File: config.mk
export PLATFORM = sky130hd
export DESIGN_NAME = multicycle_ctrl_flat
export DESIGN_NICKNAME = d
export VERILOG_FILES = /design/src/rtl/multicycle_ctrl_if.sv /design/src/rtl/multicycle_ctrl.sv /design/src/flat_wrapper.sv
export SDC_FILE = /design/constraint.sdc
export NUM_CORES = 1
export LEC_CHECK = 0
export ABC_AREA = 1
export CORE_MARGIN = 3
export CORE_UTILIZATION = 40
export DETAILED_ROUTE_END_ITERATION = 10
export GPL_TIMING_DRIVEN = 0
export PLACE_DENSITY = 0.73
export SYNTH_ARGS = -nofsm -noshare
export SYNTH_HDL_FRONTEND = slang
export SYNTH_SLANG_ARGS = --single-unit
File: constraint.sdc
create_clock -name clk -period 2.07 [get_ports clk]
set_input_delay 0.414 -clock clk [delete_from_list [all_inputs] [get_ports clk]]
set_output_delay 0.414 -clock clk [all_outputs]
set_load 0.005 [all_outputs]
File: src/rtl/multicycle_ctrl_if.sv
// Control bundle between the multi-cycle RV32I controller (master) and its
// datapath (slave): instruction/status inputs, enables, mux selects and status.
interface multicycle_ctrl_if;
  logic [6:0] Opcode;
  logic       flag;
  logic       mem_ready;
  logic       PCwrite;
  logic       IRwrite;
  logic       AdrSrc;
  logic       DMwrite;
  logic       RegWrite;
  logic [1:0] ALUsrcA;
  logic [1:0] ALUsrcB;
  logic [1:0] ALUop;
  logic [1:0] ResultSrc;
  logic       instr_done;
  logic       illegal;
  logic [3:0] state_dbg;

  modport master (
    input  Opcode, flag, mem_ready,
    output PCwrite, IRwrite, AdrSrc, DMwrite, RegWrite,
    output ALUsrcA, ALUsrcB, ALUop, ResultSrc,
    output instr_done, illegal, state_dbg
  );

  modport slave (
    output Opcode, flag, mem_ready,
    input  PCwrite, IRwrite, AdrSrc, DMwrite, RegWrite,
    input  ALUsrcA, ALUsrcB, ALUop, ResultSrc,
    input  instr_done, illegal, state_dbg
  );
endinterface

File: src/rtl/multicycle_ctrl.sv
// Moore FSM sequencing the multi-cycle RV32I datapath (fetch/decode/exec/mem/wb).
// Optional macro MEM_WAIT_EN: FETCH, MEMRD and MEMWR stall until mem_ready = 1.
module multicycle_ctrl #(
  parameter int unsigned RESET_HOLD = 0
) (
  input  logic              clk,
  input  logic              rst,
  multicycle_ctrl_if.master bus
);

  typedef enum logic [3:0] {
    FETCH  = 4'd0,
    DECODE = 4'd1,
    MEMADR = 4'd2,
    MEMRD  = 4'd3,
    MEMWB  = 4'd4,
    MEMWR  = 4'd5,
    EXECR  = 4'd6,
    EXECI  = 4'd7,
    ALUWB  = 4'd8,
    BRANCH = 4'd9,
    JAL    = 4'd10,
    JALR1  = 4'd11,
    JALR2  = 4'd12,
    LUI    = 4'd13,
    AUIPC  = 4'd14,
    TRAP   = 4'd15
  } state_e;

  typedef struct packed {
    logic       pcwrite;
    logic       irwrite;
    logic       adrsrc;
    logic       dmwrite;
    logic       regwrite;
    logic [1:0] alusrca;
    logic [1:0] alusrcb;
    logic [1:0] aluop;
    logic [1:0] resultsrc;
    logic       done;
  } ctrl_t;

  localparam logic [3:0] HOLD_INIT = 4'(RESET_HOLD);

  state_e     state_q, state_d;
  logic [3:0] hold_q, hold_d;
  ctrl_t      ctrl_q;
  logic       illegal_q;
  logic       mem_ok_s;
  logic       stall_s;
  ctrl_t      gated_s;
  ctrl_t      out_s;

`ifdef MEM_WAIT_EN
  assign mem_ok_s = bus.mem_ready;
`else
  logic unused_mem_ready_s;
  assign unused_mem_ready_s = bus.mem_ready;
  assign mem_ok_s           = 1'b1;
`endif

  // Moore output table; FETCH is silent while the post-reset hold runs.
  function automatic ctrl_t decode_outputs(input state_e s, input logic [3:0] hold);
    ctrl_t c;
    c = '0;
    case (s)
      FETCH: begin
        if (hold == 4'd0) begin
          c.irwrite   = 1'b1;
          c.pcwrite   = 1'b1;
          c.adrsrc    = 1'b0;
          c.alusrca   = 2'b00;
          c.alusrcb   = 2'b10;
          c.aluop     = 2'b00;
          c.resultsrc = 2'b10;
        end else begin
          c = '0;
        end
      end
      DECODE: begin
        c.alusrca = 2'b01;
        c.alusrcb = 2'b01;
        c.aluop   = 2'b00;
      end
      MEMADR: begin
        c.alusrca = 2'b10;
        c.alusrcb = 2'b01;
        c.aluop   = 2'b00;
      end
      MEMRD: begin
        c.adrsrc    = 1'b1;
        c.resultsrc = 2'b00;
      end
      MEMWB: begin
        c.resultsrc = 2'b01;
        c.regwrite  = 1'b1;
        c.done      = 1'b1;
      end
      MEMWR: begin
        c.adrsrc    = 1'b1;
        c.resultsrc = 2'b00;
        c.dmwrite   = 1'b1;
        c.done      = 1'b1;
      end
      EXECR: begin
        c.alusrca = 2'b10;
        c.alusrcb = 2'b00;
        c.aluop   = 2'b10;
      end
      EXECI: begin
        c.alusrca = 2'b10;
        c.alusrcb = 2'b01;
        c.aluop   = 2'b10;
      end
      LUI: begin
        c.alusrcb = 2'b01;
        c.aluop   = 2'b11;
      end
      AUIPC: begin
        c.alusrca = 2'b01;
        c.alusrcb = 2'b01;
        c.aluop   = 2'b00;
      end
      ALUWB: begin
        c.resultsrc = 2'b00;
        c.regwrite  = 1'b1;
        c.done      = 1'b1;
      end
      // PCwrite here comes from the live branch flag, added outside the register.
      BRANCH: begin
        c.alusrca   = 2'b10;
        c.alusrcb   = 2'b00;
        c.aluop     = 2'b01;
        c.resultsrc = 2'b00;
        c.done      = 1'b1;
      end
      JAL, JALR2: begin
        c.alusrca   = 2'b01;
        c.alusrcb   = 2'b10;
        c.aluop     = 2'b00;
        c.resultsrc = 2'b00;
        c.pcwrite   = 1'b1;
      end
      JALR1: begin
        c.alusrca = 2'b10;
        c.alusrcb = 2'b01;
        c.aluop   = 2'b00;
      end
      TRAP: begin
        c = '0;
      end
      default: begin
        c = '0;
      end
    endcase
    return c;
  endfunction

  // Next-state and hold-counter logic.
  always_comb begin
    state_d = state_q;
    hold_d  = hold_q;
    case (state_q)
      FETCH: begin
        if (hold_q != 4'd0) begin
          hold_d = hold_q - 4'd1;
        end else if (mem_ok_s) begin
          state_d = DECODE;
        end else begin
          state_d = FETCH;
        end
      end
      DECODE: begin
        case (bus.Opcode)
          7'b0000011, 7'b0100011: state_d = MEMADR;
          7'b0110011:             state_d = EXECR;
          7'b0010011:             state_d = EXECI;
          7'b1100011:             state_d = BRANCH;
          7'b1101111:             state_d = JAL;
          7'b1100111:             state_d = JALR1;
          7'b0110111:             state_d = LUI;
          7'b0010111:             state_d = AUIPC;
          default:                state_d = TRAP;
        endcase
      end
      MEMADR: begin
        if (bus.Opcode == 7'b0100011) begin
          state_d = MEMWR;
        end else begin
          state_d = MEMRD;
        end
      end
      MEMRD: begin
        if (mem_ok_s) begin
          state_d = MEMWB;
        end else begin
          state_d = MEMRD;
        end
      end
      MEMWR: begin
        if (mem_ok_s) begin
          state_d = FETCH;
        end else begin
          state_d = MEMWR;
        end
      end
      MEMWB, ALUWB, BRANCH: state_d = FETCH;
      EXECR, EXECI, LUI, AUIPC, JAL, JALR2: state_d = ALUWB;
      JALR1: state_d = JALR2;
      TRAP:  state_d = TRAP;
      default: state_d = TRAP;
    endcase
  end

  // State, hold counter, registered Moore outputs and sticky illegal flag.
  always_ff @(posedge clk) begin
    if (rst) begin
      state_q   <= FETCH;
      hold_q    <= HOLD_INIT;
      ctrl_q    <= decode_outputs(FETCH, HOLD_INIT);
      illegal_q <= 1'b0;
    end else begin
      state_q   <= state_d;
      hold_q    <= hold_d;
      ctrl_q    <= decode_outputs(state_d, hold_d);
      illegal_q <= illegal_q | (state_d == TRAP);
    end
  end

  // A stalled memory state keeps its selects but must not commit anything.
  assign stall_s = (state_q inside {FETCH, MEMRD, MEMWR}) & ~mem_ok_s;

  // Stall gating and branch PC enable on top of the registered outputs.
  always_comb begin
    gated_s         = ctrl_q;
    gated_s.pcwrite = (ctrl_q.pcwrite & ~stall_s) | ((state_q == BRANCH) & bus.flag);
    gated_s.irwrite = ctrl_q.irwrite & ~stall_s;
    gated_s.dmwrite = ctrl_q.dmwrite & ~stall_s;
    gated_s.done    = ctrl_q.done & ~stall_s;
  end

  // rst forces everything quiet in the same cycle, so an aborted instruction never writes back.
  assign out_s = rst ? ctrl_t'(0) : gated_s;

  assign bus.PCwrite    = out_s.pcwrite;
  assign bus.IRwrite    = out_s.irwrite;
  assign bus.AdrSrc     = out_s.adrsrc;
  assign bus.DMwrite    = out_s.dmwrite;
  assign bus.RegWrite   = out_s.regwrite;
  assign bus.ALUsrcA    = out_s.alusrca;
  assign bus.ALUsrcB    = out_s.alusrcb;
  assign bus.ALUop      = out_s.aluop;
  assign bus.ResultSrc  = out_s.resultsrc;
  assign bus.instr_done = out_s.done;
  assign bus.illegal    = illegal_q;
  assign bus.state_dbg  = state_q;

endmodule

File: src/flat_wrapper.sv
// flat-port wrapper written by rule: the top's interface ports become plain ports
module multicycle_ctrl_flat 
#(
  parameter int unsigned RESET_HOLD = 0
)
  (clk, rst, bus_Opcode, bus_flag, bus_mem_ready, bus_PCwrite, bus_IRwrite, bus_AdrSrc, bus_DMwrite, bus_RegWrite, bus_ALUsrcA, bus_ALUsrcB, bus_ALUop, bus_ResultSrc, bus_instr_done, bus_illegal, bus_state_dbg);
  multicycle_ctrl_if bus_i ();
  input  logic clk;
  input  logic rst;
  input wire logic [$bits(bus_i.Opcode)-1:0] bus_Opcode;
  input wire logic [$bits(bus_i.flag)-1:0] bus_flag;
  input wire logic [$bits(bus_i.mem_ready)-1:0] bus_mem_ready;
  output wire logic [$bits(bus_i.PCwrite)-1:0] bus_PCwrite;
  output wire logic [$bits(bus_i.IRwrite)-1:0] bus_IRwrite;
  output wire logic [$bits(bus_i.AdrSrc)-1:0] bus_AdrSrc;
  output wire logic [$bits(bus_i.DMwrite)-1:0] bus_DMwrite;
  output wire logic [$bits(bus_i.RegWrite)-1:0] bus_RegWrite;
  output wire logic [$bits(bus_i.ALUsrcA)-1:0] bus_ALUsrcA;
  output wire logic [$bits(bus_i.ALUsrcB)-1:0] bus_ALUsrcB;
  output wire logic [$bits(bus_i.ALUop)-1:0] bus_ALUop;
  output wire logic [$bits(bus_i.ResultSrc)-1:0] bus_ResultSrc;
  output wire logic [$bits(bus_i.instr_done)-1:0] bus_instr_done;
  output wire logic [$bits(bus_i.illegal)-1:0] bus_illegal;
  output wire logic [$bits(bus_i.state_dbg)-1:0] bus_state_dbg;
  assign bus_i.Opcode = bus_Opcode;
  assign bus_i.flag = bus_flag;
  assign bus_i.mem_ready = bus_mem_ready;
  assign bus_PCwrite = bus_i.PCwrite;
  assign bus_IRwrite = bus_i.IRwrite;
  assign bus_AdrSrc = bus_i.AdrSrc;
  assign bus_DMwrite = bus_i.DMwrite;
  assign bus_RegWrite = bus_i.RegWrite;
  assign bus_ALUsrcA = bus_i.ALUsrcA;
  assign bus_ALUsrcB = bus_i.ALUsrcB;
  assign bus_ALUop = bus_i.ALUop;
  assign bus_ResultSrc = bus_i.ResultSrc;
  assign bus_instr_done = bus_i.instr_done;
  assign bus_illegal = bus_i.illegal;
  assign bus_state_dbg = bus_i.state_dbg;
  multicycle_ctrl #(.RESET_HOLD(RESET_HOLD)) u_core (.clk(clk), .rst(rst), .bus(bus_i));
endmodule
==> flow_summary.yaml, run 1 <==
final_layout:
  nets: 249
  post-route-util_pct: 57.16
  drive_gt1_share_pct: 22.13
  area_growth_pct: 32.07
  layout_commonest_cell: "nor2_1"
  final_cell_mix: "nor2_1, inv_1, nand2_1"
  num_antenna_cells: 0
  fillers: 298
critical_path:
  crit_arrival_ps: 1540
  cp-end-kind: "output pin"
  crit_type: "in -> out"
  r2r_cells: 12
  worst_setup_path_start_kind: "input port"
  critPathMaxFanout: 1
  r2r_slack_ps: 260
  worstPathRequired_ps: 1660
die:
  fp.dieW_um: 64.18
  coreArea_mm2: 0.003128
  ioPinCount: 30
  start_util_pct: 43.28
  rows: 20
  dieHeight_um: 64.18
  dieArea_mm2: 0.004118
logic_synthesis:
  yosysWarnings: 0
  synthesis.nets: 214
  syn-instance-count: 202
  ys_ff_latch: 22
  syn-cell-area_mm2: 0.001354
  yosys.cell_types.count: 32
  synth.avg_cell_area_um2: 6.702
  synth.yosys.seq_area_share_pct: 32.53
timing:
  fmaxAchievable_mhz: 511.3
  relSlewSlack_pct: 81.81
  fin_crit_sh_pct: 94.48
  slew_viol_final: 0
  period_needed_ps: 1956
  clock_skew_ps: 13.34
  tightest_slew_ps: 272.5
  setup_ws_ps: 114.2
  holdWs_ps: 437.7
  hold_viol_final: 0
  setup-violations-final: 0
  setup_tns_ps: 0
clock_tree:
  htreeDepth: 1
  clk_pin_slew_ps: 110
  numCtsBuffers: 3
  cts_sinks: 22
  cts-root-buf: "clkbuf_4"
  clk_latency_ps: 300
  tritoncts: "done"
  cts_buffer_depth: 2
routing:
  num_vias: 1295
  vias_per_cell: 4.642
  drtPass1Iterations: 4
  antenna_left: 0
  routedWlPerCell_um: 9.864
  routed_wl_mm: 2.752
  drt_iter0_drc: 65
  drc: 0
placed_design:
  place_hpwl_mm: 2.183
  io_buffers: 28
  gp_congestion: 0.8404
  dp_slack_ps: -750.9
grt:
  grt_pass1_vias: 1176
  track_usage_pct: 15.05
  use_met1_pct: 20.00
  gr-total-overflow: 0
  busiest_layer: "met2"
  antenna_found_initial: 0
  use_met3_pct: 3.163
  grt_use_met2_pct: 25.42
  grt_max_degree: 12
  grt_first_pass_wirelength_mm: 4.988
power_and_ir_drop:
  irDropWorstVdd_mv: 0.8852
  p_leak_nw: 0.8457
  powerDensity_mw_per_mm2: 1346
  power.total_mw: 2.407
worst_hold_path:
  min_delay_path_depth: 2
  hold_path.class: "in -> reg"
flow_run:
  max-cap-violations: 0
status:
  status: "complete, no violations"
[path summary, 6_finish.rpt]
kind	startpoint	end
setup / recovery	bus_flag	bus_PCwrite
hold / removal	rst	u_core.hold_q[0]$_SDFF_PP0_
setup reg to reg	u_core.bus.state_dbg[2]$_SDFF_PP0_	u_core.ctrl_q[6]$_SDFF_PP1_
hold reg to reg	u_core.bus.illegal$_SDFF_PP0_	u_core.bus.illegal$_SDFF_PP0_
[layout make-up]
cell class                 instances  area, um2  area share (%)
multi-input combinational        135      773.2           43.25
clock buffer                       3      22.52           1.260
timing repair buffer              31      315.3           17.63
buffer                             3      20.02           1.120
sequential                        22      447.9           25.05
tap                               44      55.05           3.079
inverter                          41      153.9           8.607
[report_power, final]
group | leakage (nW) | internal, mW | total (mW) | switching, mW
combinational | 0.650 | 0.635 | 1.58 | 0.943
clock | 0.0138 | 0.0678 | 0.179 | 0.111
sequential | 0.182 | 0.568 | 0.650 | 0.0827
total | 0.846 | 1.27 | 2.41 | 1.14
[layer usage]
layer  routed length [um]  share of wire (%)
met1                 1282                 47
met2                 1285                 47
met3                  168                6.1
met5                    0                  0
met4                   14               0.51
[critical path: stages]
cell             delay [ps]
clkdlybuf4s50_1         460
a31oi_1                  80
nor2_1                   90
clkdlybuf4s50_1         500
[cell usage after synthesis, drive strengths merged]
cell	n	area, um2
nand2	38	162.7
dfxtp	22	440.4
nand3	18	110.1
and2	1	6.260
a41oi	1	8.760
or3	1	11.26
nor3	3	15.01
a21boi	1	7.510
a31oi	2	12.51
nor4	1	12.51
buf	2	11.26
nor2	47	219.0
nand4	3	18.77
ha	1	12.51
o21ai	7	50.05
inv	41	153.9
xor2	2	17.52
o211a	1	10.01
a21oi	8	66.31
clkbuf	2	7.510
[sequential cells by signal, indices dropped and copies added, names as in the netlist]
name	flops
u_core.ctrl_q	13
u_core.bus.state_dbg	4
u_core.hold_q	4
u_core.bus.illegal	1
[stage by stage]
stage,std cells,cell area [um2]
6_report,279,1788
5_1_grt,279,1788
4_1_cts,278,1732
3_5_place_dp,274,1689
3_3_place_gp,274,1689
2_1_floorplan,202,1354
[repair_timing]
action,CTS,global route
setup endpoints to repair,16,13
pin swaps,1,1
hold buffers,0,0
gates resized for setup,8,20
setup buffers,2,1
[cell families after synthesis]
| logic type | share of synthesized area, % |
|---|---|
| AND/OR/NAND/NOR | 41.04 |
| buffers and inverters | 12.75 |
| flip-flops | 32.53 |
| AO/OA/AOI/OAI | 11.46 |
| XOR/XNOR | 1.294 |
| adder cells (fa/ha/maj) | 0.9241 |
Power figures use the tool's default switching activity.
==> run 2: changes to the inputs <==
--- a/config.mk
+++ b/config.mk
@@ -8,6 +8,7 @@
 export ABC_AREA = 1
 export CORE_MARGIN = 3
 export CORE_UTILIZATION = 40
+export CTS_CLUSTER_DIAMETER = 120
 export DETAILED_ROUTE_END_ITERATION = 10
 export GPL_TIMING_DRIVEN = 0
 export PLACE_DENSITY = 0.73
==> results of run 2 <==
Same layout as run 1: the final DEF is identical, and so are final timing and power.
